`config.mk`:
```
export PLATFORM = sky130hd
export DESIGN_NAME = lcd_phy_timed
export DESIGN_NICKNAME = d
export VERILOG_FILES = /design/src/rtl/lcd_pkg.sv /design/src/rtl/lcd_fmark_sync.sv /design/src/rtl/lcd_phy_timed.sv
export SDC_FILE = /design/constraint.sdc
export NUM_CORES = 1
export LEC_CHECK = 0
export ABC_AREA = 1
export CORE_ASPECT_RATIO = 0.8
export CORE_MARGIN = 8
export CORE_UTILIZATION = 35
export CTS_CLUSTER_SIZE = 8
export DETAILED_ROUTE_END_ITERATION = 6
export SKIP_CTS_REPAIR_TIMING = 1
export SYNTH_ARGS = -nofsm -noshare
export SYNTH_HDL_FRONTEND = slang
export SYNTH_SLANG_ARGS = --single-unit
```
`constraint.sdc`:
```
create_clock -name clk -period 1.5 [get_ports clk]
set_input_delay 0.3 -clock clk [delete_from_list [all_inputs] [get_ports clk]]
set_output_delay 0.3 -clock clk [all_outputs]
set_load 0.03 [all_outputs]
```
`src/rtl/lcd_pkg.sv`:
```
// lcd_pkg: shared types and constants for the timed LCD 8080 PHY.
// FSM encoding, RS values, default strobe timing, fmark filter length.
package lcd_pkg;

  typedef enum logic [1:0] {
    IDLE = 2'd0,
    LOW  = 2'd1,
    HIGH = 2'd2
  } lcd_state_t;

  localparam logic RS_CMD  = 1'b0;
  localparam logic RS_DATA = 1'b1;

  // cfg 0/0 gives the 2-cycle legacy period
  localparam int DEF_WR_LOW  = 0;
  localparam int DEF_WR_HIGH = 0;

  // fmark must hold this many samples to move the filtered level
  localparam int FILT_LEN = 4;

endpackage

```
`src/rtl/lcd_fmark_sync.sv`:
```
// lcd_fmark_sync: fmark synchroniser, optional glitch filter
// (LCD_PHY_FMARK_FILTER_EN), rising-edge strobe and frame counter.
// Ports: clk, rst, i_fmark (async), o_stb (1-cycle), o_frame_cnt.
module lcd_fmark_sync
  import lcd_pkg::*;
#(
  parameter int FCW = 8
) (
  input  logic           clk,
  input  logic           rst,
  input  logic           i_fmark,
  output logic           o_stb,
  output logic [FCW-1:0] o_frame_cnt
);

  logic           r_s1;
  logic           r_s2;
  logic           r_s3;
  logic           r_stb;
  logic [FCW-1:0] r_cnt;
  logic           w_lvl;
  logic           w_rise;

`ifdef LCD_PHY_FMARK_FILTER_EN
  logic       r_filt;
  logic [1:0] r_run;

  // r_run counts consecutive samples that disagree with r_filt
  always_ff @(posedge clk) begin
    if (rst) begin
      r_filt <= 1'b0;
      r_run  <= '0;
    end else if (r_s2 == r_filt) begin
      r_run  <= '0;
    end else if (r_run == 2'(FILT_LEN - 1)) begin
      r_filt <= r_s2;
      r_run  <= '0;
    end else begin
      r_run  <= r_run + 2'd1;
    end
  end

  assign w_lvl = r_filt;
`else
  assign w_lvl = r_s2;
`endif

  assign w_rise = w_lvl & ~r_s3;

  always_ff @(posedge clk) begin
    if (rst) begin
      r_s1  <= 1'b0;
      r_s2  <= 1'b0;
      r_s3  <= 1'b0;
      r_stb <= 1'b0;
      r_cnt <= '0;
    end else begin
      r_s1  <= i_fmark;
      r_s2  <= r_s1;
      r_s3  <= w_lvl;
      r_stb <= w_rise;
      if (w_rise) begin
        r_cnt <= r_cnt + FCW'(1);
      end
    end
  end

  assign o_stb       = r_stb;
  assign o_frame_cnt = r_cnt;

endmodule

```
`src/rtl/lcd_phy_timed.sv`:
```
// lcd_phy_timed: 8080-style LCD write PHY with run-time wr_n timing.
// Ports: cfg_wr_low/high, phy_* request side, lcd_* registered pads,
// lcd_fmark in, fmark strobe + frame count out.
// Optional macro LCD_PHY_FMARK_FILTER_EN adds the fmark glitch filter.
module lcd_phy_timed
  import lcd_pkg::*;
#(
  parameter int DW  = 8,
  parameter int TW  = 4,
  parameter int FCW = 8
) (
  input  logic           clk,
  input  logic           rst,
  input  logic [TW-1:0]  cfg_wr_low,
  input  logic [TW-1:0]  cfg_wr_high,
  input  logic           phy_ena,
  input  logic [DW-1:0]  phy_data,
  input  logic           phy_rs,
  input  logic           phy_valid,
  output logic           phy_ready,
  output logic           phy_busy,
  output logic           phy_fmark_stb,
  output logic [FCW-1:0] phy_frame_cnt,
  output logic [DW-1:0]  lcd_d,
  output logic           lcd_rs,
  output logic           lcd_wr_n,
  output logic           lcd_oe,
  input  logic           lcd_fmark
);

  lcd_state_t    r_state;
  logic [TW-1:0] r_cnt;
  logic [DW-1:0] r_d;
  logic          r_rs;
  logic          r_wr_n;
  logic          r_oe;
  logic          w_zero;
  logic          w_ready;
  logic          w_acc;

  assign w_zero  = (r_cnt == '0);
  // last HIGH cycle may accept so words go out back-to-back
  assign w_ready = (r_state == IDLE) |
                   ((r_state == HIGH) & w_zero);
  assign w_acc   = phy_valid & w_ready;

  always_ff @(posedge clk) begin
    if (rst) begin
      r_state <= IDLE;
      r_cnt   <= '0;
      r_d     <= '0;
      r_rs    <= RS_CMD;
      r_wr_n  <= 1'b1;
      r_oe    <= 1'b0;
    end else begin
      r_oe <= phy_ena;
      if (w_acc) begin
        r_state <= LOW;
        r_d     <= phy_data;
        r_rs    <= phy_rs;
        r_wr_n  <= 1'b0;
        r_cnt   <= cfg_wr_low;
      end else begin
        unique case (r_state)
          IDLE: begin
          end
          LOW: begin
            if (w_zero) begin
              r_wr_n  <= 1'b1;
              r_cnt   <= cfg_wr_high;
              r_state <= HIGH;
            end else begin
              r_cnt <= r_cnt - TW'(1);
            end
          end
          HIGH: begin
            if (w_zero) begin
              r_state <= IDLE;
            end else begin
              r_cnt <= r_cnt - TW'(1);
            end
          end
          default: r_state <= IDLE;
        endcase
      end
    end
  end

  assign phy_ready = w_ready;
  assign phy_busy  = (r_state != IDLE);
  assign lcd_d     = r_d;
  assign lcd_rs    = r_rs;
  assign lcd_wr_n  = r_wr_n;
  assign lcd_oe    = r_oe;

  lcd_fmark_sync #(
    .FCW(FCW)
  ) u_fmark (
    .clk        (clk),
    .rst        (rst),
    .i_fmark    (lcd_fmark),
    .o_stb      (phy_fmark_stb),
    .o_frame_cnt(phy_frame_cnt)
  );

endmodule

```
# Word-level counts from Yosys, hierarchy flattened
# Cells that the tools add are included.
[word_totals]
regBits = 29
inputBits = 22
out_inout_bits = 22
word_cells = 50
[classes]
add_sub_neg = 2
eq_ne = 8
muxes = 11
bitwise_logic = 6
n_reduce_logical = 11
[op_table]
columns = ["cell", "count"]
rows = [
  ["$mux W4", 3],
  ["$ne A3 B3 Y1 const B", 3],
  ["$add A8 B1 Y8 const B", 1],
  ["$pmux W4 S2", 1],
  ["$ne A2 B2 Y1 const B", 3],
  ["$pmux W2 S3", 1],
  ["$reduce_and A3 Y1", 2],
  ["$reduce_bool A2 Y1", 3],
  ["$logic_not A4 Y1", 1],
  ["$mux W1", 4],
  ["$mux W2", 2],
  ["$reduce_and A2 Y1", 2],
  ["$sub A4 B1 Y4 const B", 1],
  ["$and A1 B1 Y1", 3],
  ["$reduce_bool A3 Y1", 1],
  ["$eq A2 B1 Y1 const B", 1],
  ["$eq A2 B2 Y1 const B", 1],
  ["$logic_not A2 Y1", 1],
  ["$not A1 Y1", 2],
  ["$reduce_or A2 Y1", 1],
  ["$or A1 B1 Y1", 1],
]

# Longest topological paths before layout
[depth]
depth_word = 6
mapped_depth = 10
depth_no_buf = 10

# Hierarchy
# From an unflattened synthesis, not the netlist that was laid out.
[unflattened]
cells_unflattened = 184
hier_area_um2 = 1340.0
[modules_own_cells]
columns = ["mod", "n_inst", "cells_per_inst", "area_each_um2", "seq_area_each_um2"]
rows = [
  ["lcd_phy_timed", 1, 120, 854.6, 340.3],
  ["lcd_fmark_sync", 1, 64, 485.5, 240.2],
]

# Least setup slack after synthesis
# OpenSTA, ideal clock, no wires.
[synth_timing]
path_type = "reg-to-output"
start = "register r_cnt[0]"
end = "output port phy_ready"
arrival_ps = 1083
t_required_ps = 1200
slack_ps = 117
stages_incl_launch_ff = 8
n_path_buf = 1
path_cell_list = "dfxtp_1 > inv_1 > ha_1 > nand2_4 > nand2_8 > nand2_4 > inv_4 > buf_6"
[synth_via]
elab_chain_cells = 3
[synth_lines]
columns = ["item", "line", "rtl"]
rows = [
  ["from (decl)", "lcd_phy_timed.sv:32", "logic [TW-1:0] r_cnt;"],
  ["from (signal assigned)", "lcd_phy_timed.sv:62", "r_cnt <= cfg_wr_low;"],
  ["from (signal assigned)", "lcd_phy_timed.sv:70", "r_cnt <= cfg_wr_high;"],
  ["from (signal assigned)", "lcd_phy_timed.sv:73", "r_cnt <= r_cnt - TW'(1);"],
  ["$logic_not A4 Y1", "lcd_phy_timed.sv:41", "assign w_zero = (r_cnt == '0);"],
  ["$and A1 B1 Y1", "lcd_phy_timed.sv:44", "((r_state == HIGH) & w_zero);"],
  ["$or A1 B1 Y1", "lcd_phy_timed.sv:43", "assign w_ready = (r_state == IDLE) |"],
  ["to (decl)", "lcd_phy_timed.sv:20", "output logic phy_ready,"],
]
# Every way passes these cells.

# Worst setup path after layout
[layout_timing]
start = "register r_cnt[1]"
end = "output port phy_ready"
# Same word-level chain as after synthesis.

==> impl_metrics.env <==
export IMPL_h_tree_depth=2
export IMPL_crit_path_top_delay_cell="dfxtp_2"
export IMPL_setup_viol=1
export IMPL_fp_dieH_um=71.63
export IMPL_wl_per_cell_um=12.10
export IMPL_path_delay_family="flip-flops"
export IMPL_peakVddDrop_uv=590.7
export IMPL_finalWirelength_um=3389
export IMPL_syn_area_mm2=0.001354
export IMPL_core_area_mm2=0.003754
export IMPL_synth_edf_count=0
export IMPL_reg2reg_depth=8
export IMPL_grt_antenna_before_repair=0
export IMPL_route_met2_wl_um=1374
export IMPL_final_hold_viol_count=0
export IMPL_dp_final_hpwl_um=2598
export IMPL_first_global_vias=1206
export IMPL_cp_required_ns=1.20
export IMPL_cp_depth=7
export IMPL_final_nets=260
export IMPL_finalInstanceArea_mm2=0.002037
export IMPL_overflow=0
export IMPL_relSlewSlack=0.7667
export IMPL_tightestPinTransition_ns=0.3494
export IMPL_synthCells=180
export IMPL_criticalPathCategory="reg -> out"
export IMPL_portBuffers=43
export IMPL_max_freq_mhz=637.8
export IMPL_period_share=1.045
export IMPL_synth_nets=204
export IMPL_hp_class="reg -> reg"
export IMPL_fin_util=0.5427
export IMPL_critPathCaptureType="output port"
export IMPL_yosysMostFrequentCell="nand2_1"
export IMPL_avgViaCountPerCell=4.536
export IMPL_placed_area_mm2=0.001883
export IMPL_nFillCells=382
export IMPL_ys_seq_area_frac=0.4288
export IMPL_postRouteAntennaNets=0
export IMPL_crit_path_max_incr_delay_ns=0.32
export IMPL_grt_pass1_wl_um=5492
export IMPL_path_cells="inv_2, ha_4, nand2_4, nand2_8, nand2_4, inv_4, buf_6"
export IMPL_tritoncts="yes"
export IMPL_status="finished, violations left"
export IMPL_routed_top_layer="met4"
export IMPL_initial_core_util=0.3607
export IMPL_ys_seq_elements=29
export IMPL_cpMostUsedCell="nand2_4"
export IMPL_rsz0062_at_grt="true"
export IMPL_ys_warn_count=0
export IMPL_clk_latency_ns=0.27
export IMPL_path_max_fanout=6
export IMPL_drive_above_1_share=0.1610
export IMPL_synth_top_cells_by_count="nand2_1, dfxtp_1, nand3_1"
export IMPL_rows=20
export IMPL_yosysTopAreaCellShare=0.4288
export IMPL_p_leak_nw=1.144
export IMPL_cts_buffers=5
export IMPL_fp_dieW_um=85.54
export IMPL_drt_initial_drc_count=73
export IMPL_cts_root_buf="clkbuf_8"
export IMPL_syn_area_per_cell_um2=7.521
export IMPL_cts_sinks=29
export IMPL_drv_slew=0
export IMPL_clockBufferDepth=2
export IMPL_firstDrtPassIters=4
export IMPL_maxCapViolCount=0
export IMPL_powerDensity_mw_per_mm2=1173
export IMPL_drt_met1_wl_um=1739
export IMPL_cp_start_kind="flop"
export IMPL_place_congestion=0.7843
export IMPL_dieArea_mm2=0.006126
export IMPL_synthTopCellsByArea="dfxtp_1, nand2_1, nand3_1"
export IMPL_critical_path_buf_inv_count=3
export IMPL_fin_crit_ns=1.568
export IMPL_insertedDiodeCount=0
export IMPL_area_growth_pct=50.46
export IMPL_ys_types=31
export IMPL_synthArstFlopShare=0
export IMPL_clkTransAtPathRegs_ns=0.06
export IMPL_whs_path_depth=2
export IMPL_drcViolationCount=0
export IMPL_grt_max_degree=14
export IMPL_setup_slack_ns=-0.06795
export IMPL_fin_skew_ns=0.005888
export IMPL_track_usage=0.1121
export IMPL_crit_arrival_ns=1.27
export IMPL_synth_flop_cell="dfxtp_1"
export IMPL_violations="negative setup slack"
export IMPL_via_count=1270
export IMPL_hold_slack_ns=0.4047
export IMPL_ioPinCount=44
export IMPL_wl_met3_um=251
export IMPL_yosysTopAreaCell="dfxtp_1"
==> metal layers <==
metal,global-route usage,vias to the layer above
met1,0.1387,543
li1,-,687
met4,0.03488,0
met3,0.05257,2
met5,0,-
met2,0.1675,38
==> flip-flops by register name, summed over array words and instances (netlist names) <==
| name | flops |
|---|---|
| r_cnt | 4 |
| lcd_wr_n | 1 |
| u_fmark.r_s1 | 1 |
| u_fmark.r_s3 | 1 |
| u_fmark.r_s2 | 1 |
| lcd_rs | 1 |
| lcd_oe | 1 |
| r_state | 2 |
| lcd_d | 8 |
| u_fmark.o_frame_cnt | 8 |
| u_fmark.o_stb | 1 |
==> placed cells by master (no fill, tap or decap), types with 2 or more instances in the layout <==
cell type        count
a21oi_1             16
a21oi_2              2
buf_4               12
clkbuf_8             6
clkdlybuf4s50_1     21
dfxtp_1             28
dlymetal6s2s_1      20
inv_1               18
inv_2                5
nand2_1             39
nand2_4              2
nand3_1             21
nand4_1              3
nor2_1              18
nor3_1               3
o21ai_0              3
==> cell type report <==
class | instances | area (µm²) | share of cell area
inverter | 25 | 96.34 | 0.04730
clock buffer | 7 | 86.33 | 0.04238
tap | 44 | 55.05 | 0.02703
multi-input combinational | 121 | 655.6 | 0.3219
sequential | 29 | 581.8 | 0.2856
timing repair buffer | 54 | 561.8 | 0.2758
==> power breakdown <==
group	internal, W	leakage (nW)	switching, W	total, W
sequential	0.000846	0.238	0.0000625	0.000908
clock	0.000363	0.0443	0.000259	0.000621
combinational	0.000361	0.861	0.000499	0.000859
==> cells by family after synthesis <==
group                    after synthesis  synth area share
AO/OA/AOI/OAI                         25            0.1109
XOR/XNOR                               2           0.01294
adder cells (fa/ha/maj)                2           0.01848
buffers and inverters                 30           0.09612
flip-flops                            29            0.4288
AND/OR/NAND/NOR                       92            0.3327
==> stage by stage <==
stage                     power (W)  cells  setup slack [ns]    TNS, ns
final                      0.002389    280          -0.06795   -0.06795
after global routing       0.002544    280           -0.1449    -0.1449
after CTS                  0.002391    280           -0.2644     -2.205
after detailed placement   0.001758    273          -0.02520   -0.05985
after global placement     0.001756    273         -0.005102  -0.005102
after floorplan            0.001490    180            0.1175          0
==> path summary, 6_finish.rpt <==
path           startpoint      endpoint  slack (ns)
max              r_cnt[1]     phy_ready       -0.07
min          u_fmark.r_s1  u_fmark.r_s2        0.40
max reg2reg      r_cnt[0]      lcd_d[2]        0.16
min reg2reg  u_fmark.r_s1  u_fmark.r_s2        0.40
==> tightest hold or removal path, cell delays in order (launching register included) <==
cell and delay, ns:
dfxtp_1 0.29, inv_1 0.04, nor2_1 0.03
Note: power is estimated with default switching activity, not from simulation.
